<file path="config.mk">
export PLATFORM = sky130hd
export DESIGN_NAME = tx_serializer_10b
export DESIGN_NICKNAME = d
export VERILOG_FILES = /design/src/rtl/pcie_phy_pkg.sv /design/src/rtl/tx_serializer_10b.sv
export SDC_FILE = /design/constraint.sdc
export NUM_CORES = 1
export LEC_CHECK = 0
export CORE_UTILIZATION = 25
export CTS_CLUSTER_SIZE = 20
export DETAILED_ROUTE_END_ITERATION = 16
export GPL_ROUTABILITY_DRIVEN = 1
export GPL_TIMING_DRIVEN = 0
export REMOVE_ABC_BUFFERS = 1
export SLEW_MARGIN = 5
export SYNTH_ARGS = -nofsm -noshare
export SYNTH_HDL_FRONTEND = slang
export SYNTH_SLANG_ARGS = --single-unit
</file>
<file path="constraint.sdc">
create_clock -name clk -period 3.1 [get_ports clk]
set_input_delay 0.93 -clock clk [delete_from_list [all_inputs] [get_ports clk]]
set_output_delay 0.93 -clock clk [all_outputs]
set_load 0.01 [all_outputs]
</file>
<file path="src/rtl/pcie_phy_pkg.sv">
// Shared definitions for the PCIe PHY transmit lane: symbol width,
// K28.5 comma code groups and the 10-bit line-code symbol type.
package pcie_phy_pkg;

    localparam int SYMBOL_W = 10;

    // K28.5 comma, running disparity negative / positive (bit 0 = code bit 'a').
    localparam logic [9:0] K28_5_RDN = 10'h17C;
    localparam logic [9:0] K28_5_RDP = 10'h283;

    typedef logic [SYMBOL_W-1:0] symbol_t;

endpackage : pcie_phy_pkg

</file>
<file path="src/rtl/tx_serializer_10b.sv">
// 10-bit symbol to one-bit-per-clock serializer for a PCIe TX lane.
// One-entry hold buffer behind a valid/ready handshake; a fill symbol is
// inserted at any symbol boundary with nothing to send, so the symbol
// period is always exactly 10 clocks.
module tx_serializer_10b
    import pcie_phy_pkg::*;
#(
    parameter int      SYMBOL_W    = 10,
    parameter symbol_t IDLE_SYMBOL = K28_5_RDN,
    parameter bit      LSB_FIRST   = 1'b1
) (
    input  logic    clk,
    input  logic    reset,
    input  symbol_t symbol_i,
    input  logic    symbol_valid_i,
    output logic    symbol_ready_o,
    output logic    serial_o,
    output logic    symbol_start_o,
    output logic    idle_fill_o
);

    localparam logic [3:0] LAST_BIT = 4'd9;

    // The datapath is hard-wired for 10-bit code groups.
    if (SYMBOL_W != 10) begin : g_symbol_w_check
        $error("tx_serializer_10b: SYMBOL_W must be 10");
    end

    symbol_t    shift_q, shift_d;
    symbol_t    hold_q, hold_d;
    logic       hold_vld_q, hold_vld_d;
    logic       idle_q, idle_d;
    logic [3:0] bit_cnt_q, bit_cnt_d;

    logic       boundary_s;
    logic       xfer_s;
    logic       ready_s;

    // Handshake and boundary decode; ready depends on registered state only.
    always_comb begin
        boundary_s = (bit_cnt_q == LAST_BIT);
        ready_s    = !hold_vld_q || boundary_s;
        xfer_s     = symbol_valid_i && ready_s;
    end

    // Next-state: bit counter, boundary load priority and hold buffer fill.
    always_comb begin
        shift_d    = shift_q;
        hold_d     = hold_q;
        hold_vld_d = hold_vld_q;
        idle_d     = idle_q;
        bit_cnt_d  = bit_cnt_q;

        if (boundary_s) begin
            bit_cnt_d = 4'd0;
            if (hold_vld_q) begin
                // Held symbol goes out; a concurrent transfer refills the hold.
                shift_d = hold_q;
                idle_d  = 1'b0;
                if (xfer_s) begin
                    hold_d     = symbol_i;
                    hold_vld_d = 1'b1;
                end else begin
                    hold_vld_d = 1'b0;
                end
            end else if (xfer_s) begin
                // Bypass: symbol arriving right at the boundary skips the hold.
                shift_d = symbol_i;
                idle_d  = 1'b0;
            end else begin
                shift_d = IDLE_SYMBOL;
                idle_d  = 1'b1;
            end
        end else begin
            bit_cnt_d = bit_cnt_q + 4'd1;
            if (xfer_s) begin
                hold_d     = symbol_i;
                hold_vld_d = 1'b1;
            end else begin
                hold_vld_d = hold_vld_q;
            end
        end
    end

    // State registers with synchronous reset to a fill symbol at bit 0.
    always_ff @(posedge clk) begin
        if (reset) begin
            shift_q    <= IDLE_SYMBOL;
            hold_q     <= '0;
            hold_vld_q <= 1'b0;
            idle_q     <= 1'b1;
            bit_cnt_q  <= 4'd0;
        end else begin
            shift_q    <= shift_d;
            hold_q     <= hold_d;
            hold_vld_q <= hold_vld_d;
            idle_q     <= idle_d;
            bit_cnt_q  <= bit_cnt_d;
        end
    end

    // Output decode: bit select in the configured order plus framing flags.
    always_comb begin
        if (LSB_FIRST) begin
            serial_o = shift_q[bit_cnt_q];
        end else begin
            serial_o = shift_q[LAST_BIT - bit_cnt_q];
        end
        symbol_start_o = (bit_cnt_q == 4'd0);
        idle_fill_o    = idle_q;
        symbol_ready_o = ready_s;
    end

endmodule : tx_serializer_10b

</file>
==> Word-level counts from Yosys, hierarchy flattened <==
Index checks and enable logic that the tools add are counted.
{ "classes": {"mux": 13, "magnitude_cmp": 1, "n_reduce_logical": 6, "multipliers": 0, "add_sub_neg": 1, "eq_ne": 2, "n_bitwise": 0, "n_shift": 0, "n_div": 0} }
{ "op_table": {"columns": ["op", "count"], "rows": [
  ["$mux 10", 5],
  ["$mux 1", 7],
  ["$lt 4x5->1 const B", 1],
  ["$add 4x1->4 const B", 1],
  ["$bmux 1 s4", 1],
  ["$eq 4x4->1 const B", 1],
  ["$logic_not 4->1", 1],
  ["$ne 2x2->1 const B", 1],
  ["$reduce_bool 2->1", 1],
  ["$reduce_or 2->1", 1],
  ["$logic_and 1x1->1", 1],
  ["$logic_not 1->1", 1],
  ["$logic_or 1x1->1", 1]
]} }
{ "word_totals": {"ff_bits": 26, "wordCells": 28, "mem_count": 0, "output_inout_bits": 4, "latch_bits": 0, "inputBits": 13, "mem_bits_rw": 0, "romBits": 0} }

==> Longest topological paths before layout <==
{ "logic_depth": {"ltp_word": 6, "depth_mapped": 7, "ltp_nobuf": 6} }

==> Least setup slack after synthesis <==
No wires, ideal clock.
{ "synth_path": {"path_kind": "reg-to-output", "from": "register bit_cnt_q[0]", "to": "output serial_o", "t_arrival_ps": 1345, "setup_slack_ps": 825, "t_required_ps": 2170, "path_stages_with_launch": 5, "path_buffers": 1, "path_cell_list": "dfxtp_1 buf_2 mux4_2 nor2b_1 o41ai_1"} }
{ "synth_between": {"elab_chain_cells": 2} }
{ "synth_rtl": {"columns": ["item", "line", "rtl"], "rows": [
  ["start: declaration", "tx_serializer_10b.sv:33", "logic [3:0] bit_cnt_q, bit_cnt_d;"],
  ["start signal: assignment", "tx_serializer_10b.sv:98", "bit_cnt_q <= bit_cnt_d;"],
  ["$bmux 1 s4", "tx_serializer_10b.sv:105", "serial_o = shift_q[bit_cnt_q];"],
  ["$mux 1 (not written as such)", "tx_serializer_10b.sv:105", null],
  ["end: declaration", "tx_serializer_10b.sv:17", "output logic serial_o,"]
]} }
Every way passes these cells. The select of a mux whose other input is x is not followed.

==> Final worst setup path <==
{ "layout_path": {"from": "register bit_cnt_q[1]", "to": "output serial_o"} }
Same word-level chain as after synthesis.

==> impl_metrics.env <==
export IMPL_maxCapViolations=0
export IMPL_cp_max_fo=5
export IMPL_finalCritPeriodShare_pct=95.8
export IMPL_cp_slowest_stage_delay_ns=0.56
export IMPL_synthCells=144
export IMPL_synth_top_cell_by_area="dfxtp_1"
export IMPL_io_buffers=16
export IMPL_synth_edf_count=0
export IMPL_start_util_pct=26.8
export IMPL_fin_hold_ws_ns=0.468
export IMPL_clock_path_buffers=2
export IMPL_ant_nets=0
export IMPL_dpl_hpwl_um=1670
export IMPL_r2r_start="bit_cnt_q[1]"
export IMPL_ios=17
export IMPL_max_clock_freq_mhz=337
export IMPL_yosysSeqAreaShare_pct=39.8
export IMPL_core_area_um2=4880
export IMPL_synthesis_area_um2=1310
export IMPL_drt_wl_total_um=2600
export IMPL_num_antenna_cells=0
export IMPL_critPathArrivalTime_ns=2.04
export IMPL_hold_viol_final=0
export IMPL_critPathLaunchType="register"
export IMPL_path_class="reg -> out"
export IMPL_fp_dieH_um=74.3
export IMPL_path_clk_slew_ns=0.09
export IMPL_fin_nets=166
export IMPL_finalSetupTns_ns=0
export IMPL_final_area_um2=1530
export IMPL_min_period_ns=2.97
export IMPL_grt_pass1_wl_um=4490
export IMPL_dpl_cell_area_um2=1480
export IMPL_initialDrtViolationCount=71
export IMPL_max_slew_worst_pin_slew_ns=1.24
export IMPL_viasPerCell=4.77
export IMPL_clock_skew_ns=0.00402
export IMPL_p_per_area_nw_per_um2=421
export IMPL_maxSlewHeadroom_pct=17.2
export IMPL_grtUsageTotal_pct=10.5
export IMPL_min_to="shift_q[4]"
export IMPL_ys_ff_latch=26
export IMPL_drc=0
export IMPL_synth_area_per_cell_um2=9.07
export IMPL_syn_to_final_growth_pct=17.3
export IMPL_finalMaxSlewViolations=0
export IMPL_async_flop_share_pct=0
export IMPL_grt_setup_unrepaired="false"
export IMPL_grt_max_degree=37
export IMPL_overflow=0
export IMPL_gp_congestion=0.779
export IMPL_setup_viol=0
export IMPL_worstPathRequired_ns=2.17
export IMPL_dieArea_um2=5520
export IMPL_r2r_slack_ns=0.43
export IMPL_clock_latency_ns=0.27
export IMPL_grt_pass1_vias=968
export IMPL_via_count=1025
export IMPL_ys_flop_type="dfxtp_1"
export IMPL_cts_tree="yes"
export IMPL_rr_worst_depth=6
export IMPL_holdCritPathClass="reg -> reg"
export IMPL_cp_slowest_cell="a2111oi_0"
export IMPL_synth_distinct_cells=31
export IMPL_min_delay_start="shift_q[4]"
export IMPL_drive_above_1_share_pct=10.1
export IMPL_p_leak_nw=0.505
export IMPL_ir_worst_vdd_mv=0.280
export IMPL_r2r_end="hold_q[9]"
export IMPL_clock_sinks=26
export IMPL_outcome="complete, no violations"
export IMPL_hold_depth=1
export IMPL_cts_root_buffer="clkbuf_8"
export IMPL_synth_top_area_share_pct=39.8
export IMPL_synth_top_cells_by_count="dfxtp_1 (26), nand4b_1 (11), nor2_1 (11)"
export IMPL_fp_dieW_um=74.3
export IMPL_rows=25
export IMPL_yosys_warnings=0
export IMPL_yosys_top_cells_area="dfxtp_1 (40%), nand4b_1 (7.4%), o31ai_2 (5.7%), a211o_1 (4.7%), a221oi_1 (4.0%)"
export IMPL_cp_end_kind="output pin"
export IMPL_dr_pass1_iters=4
export IMPL_synth_most_common_cell="dfxtp_1"
export IMPL_antenna_found_initial=0
export IMPL_wl_per_cell_um=12.1
export IMPL_numCtsBuffers=3
export IMPL_crit_chain="inv_1 > a2111oi_0 > o41ai_2 > clkdlybuf4s50_1"
export IMPL_h_tree_depth=1
## sequential cells by signal, indices dropped and copies added, names as in the netlist
register,count
hold_vld_q,1
shift_q,10
bit_cnt_q,4
idle_fill_o,1
hold_q,10
## logic make-up after synthesis
kind of cell | synth area share [%]
XOR/XNOR | 1.34
buffers and inverters | 8.05
flip-flops | 39.8
adder cells (fa/ha/maj) | 2.87
AND/OR/NAND/NOR | 22.1
AO/OA/AOI/OAI | 23.2
multiplexers | 2.59
## through the flow
stage | total power [W] | instances | setup slack [ns] | util, %
floorplan | 0.000413 | 128 | 0.883 | -
global placement | 0.000463 | 211 | 0.188 | 30.2
detailed placement | 0.000464 | 211 | 0.199 | 30.2
CTS | 0.000653 | 215 | 0.0602 | 31.3
global route | 0.000675 | 215 | 0.0156 | 31.4
finish | 0.000645 | 215 | 0.131 | 31.4
## critical path, delay by kind of cell, from the launching register on
kind            cells  cell delay [ns]
flops               1             0.44
compound gates      2             0.71
buf+inv             2             0.62
## metal layers
layer	global-route usage (%)	part of all wire, %	wire length, µm	up-vias
met5	0	0	0	-
met3	3.12	4.0	104	2
met1	14.1	52	1360	482
li1	-	-	-	528
met2	16.4	42	1110	13
met4	3.14	1.0	27	0
## how the worst max path moves through the flow
stage | startpoint | slack, ns | endpoint | depth (start not counted)
2_1_floorplan | bit_cnt_q[0] | 0.88 | serial_o | 3
3_3_place_gp | bit_cnt_q[0] | 0.19 | symbol_ready_o | 4
3_5_place_dp | bit_cnt_q[0] | 0.20 | symbol_ready_o | 4
4_1_cts | bit_cnt_q[0] | 0.06 | serial_o | 4
5_1_grt | bit_cnt_q[1] | 0.02 | serial_o | 4
6_report | bit_cnt_q[1] | 0.13 | serial_o | 4
## layout make-up
class                           count  area (µm²)
Fill cell                         536        3350
Multi-Input combinational cell     94         688
Sequential cell                    26         522
Timing Repair Buffer               17         168
Tap cell                           67        83.8
Clock buffer                        3        41.3
Inverter                            8        30.0
## where the power goes
part,internal [W],total [W],switching (W)
Sequential,0.000347,0.000363,0.0000166
Combinational,0.0000480,0.0000932,0.0000452
Clock,0.0000870,0.000188,0.000101
## cells in the final DEF (no fill, tap or decap), types with 3 or more instances in the layout
master and n:
nor2_1 11, o21ai_1 4, nor3_1 3, nand2_1 10
inv_1 8, dfxtp_1 25, o31ai_2 6, o21ai_0 5
o211ai_1 4, ha_1 3, clkdlybuf4s50_1 16, a211o_1 7
a221oi_1 6, clkbuf_8 3, nand2b_1 5, nand4b_1 11
## what timing repair did
action                     CTS  global route
setup endpoints to repair    2             1
hold buffers                 0             0
buffers inserted             1             0
hold endpoints to repair     0             0
gates resized for setup      1             1
(Power assumes the default switching activity.)
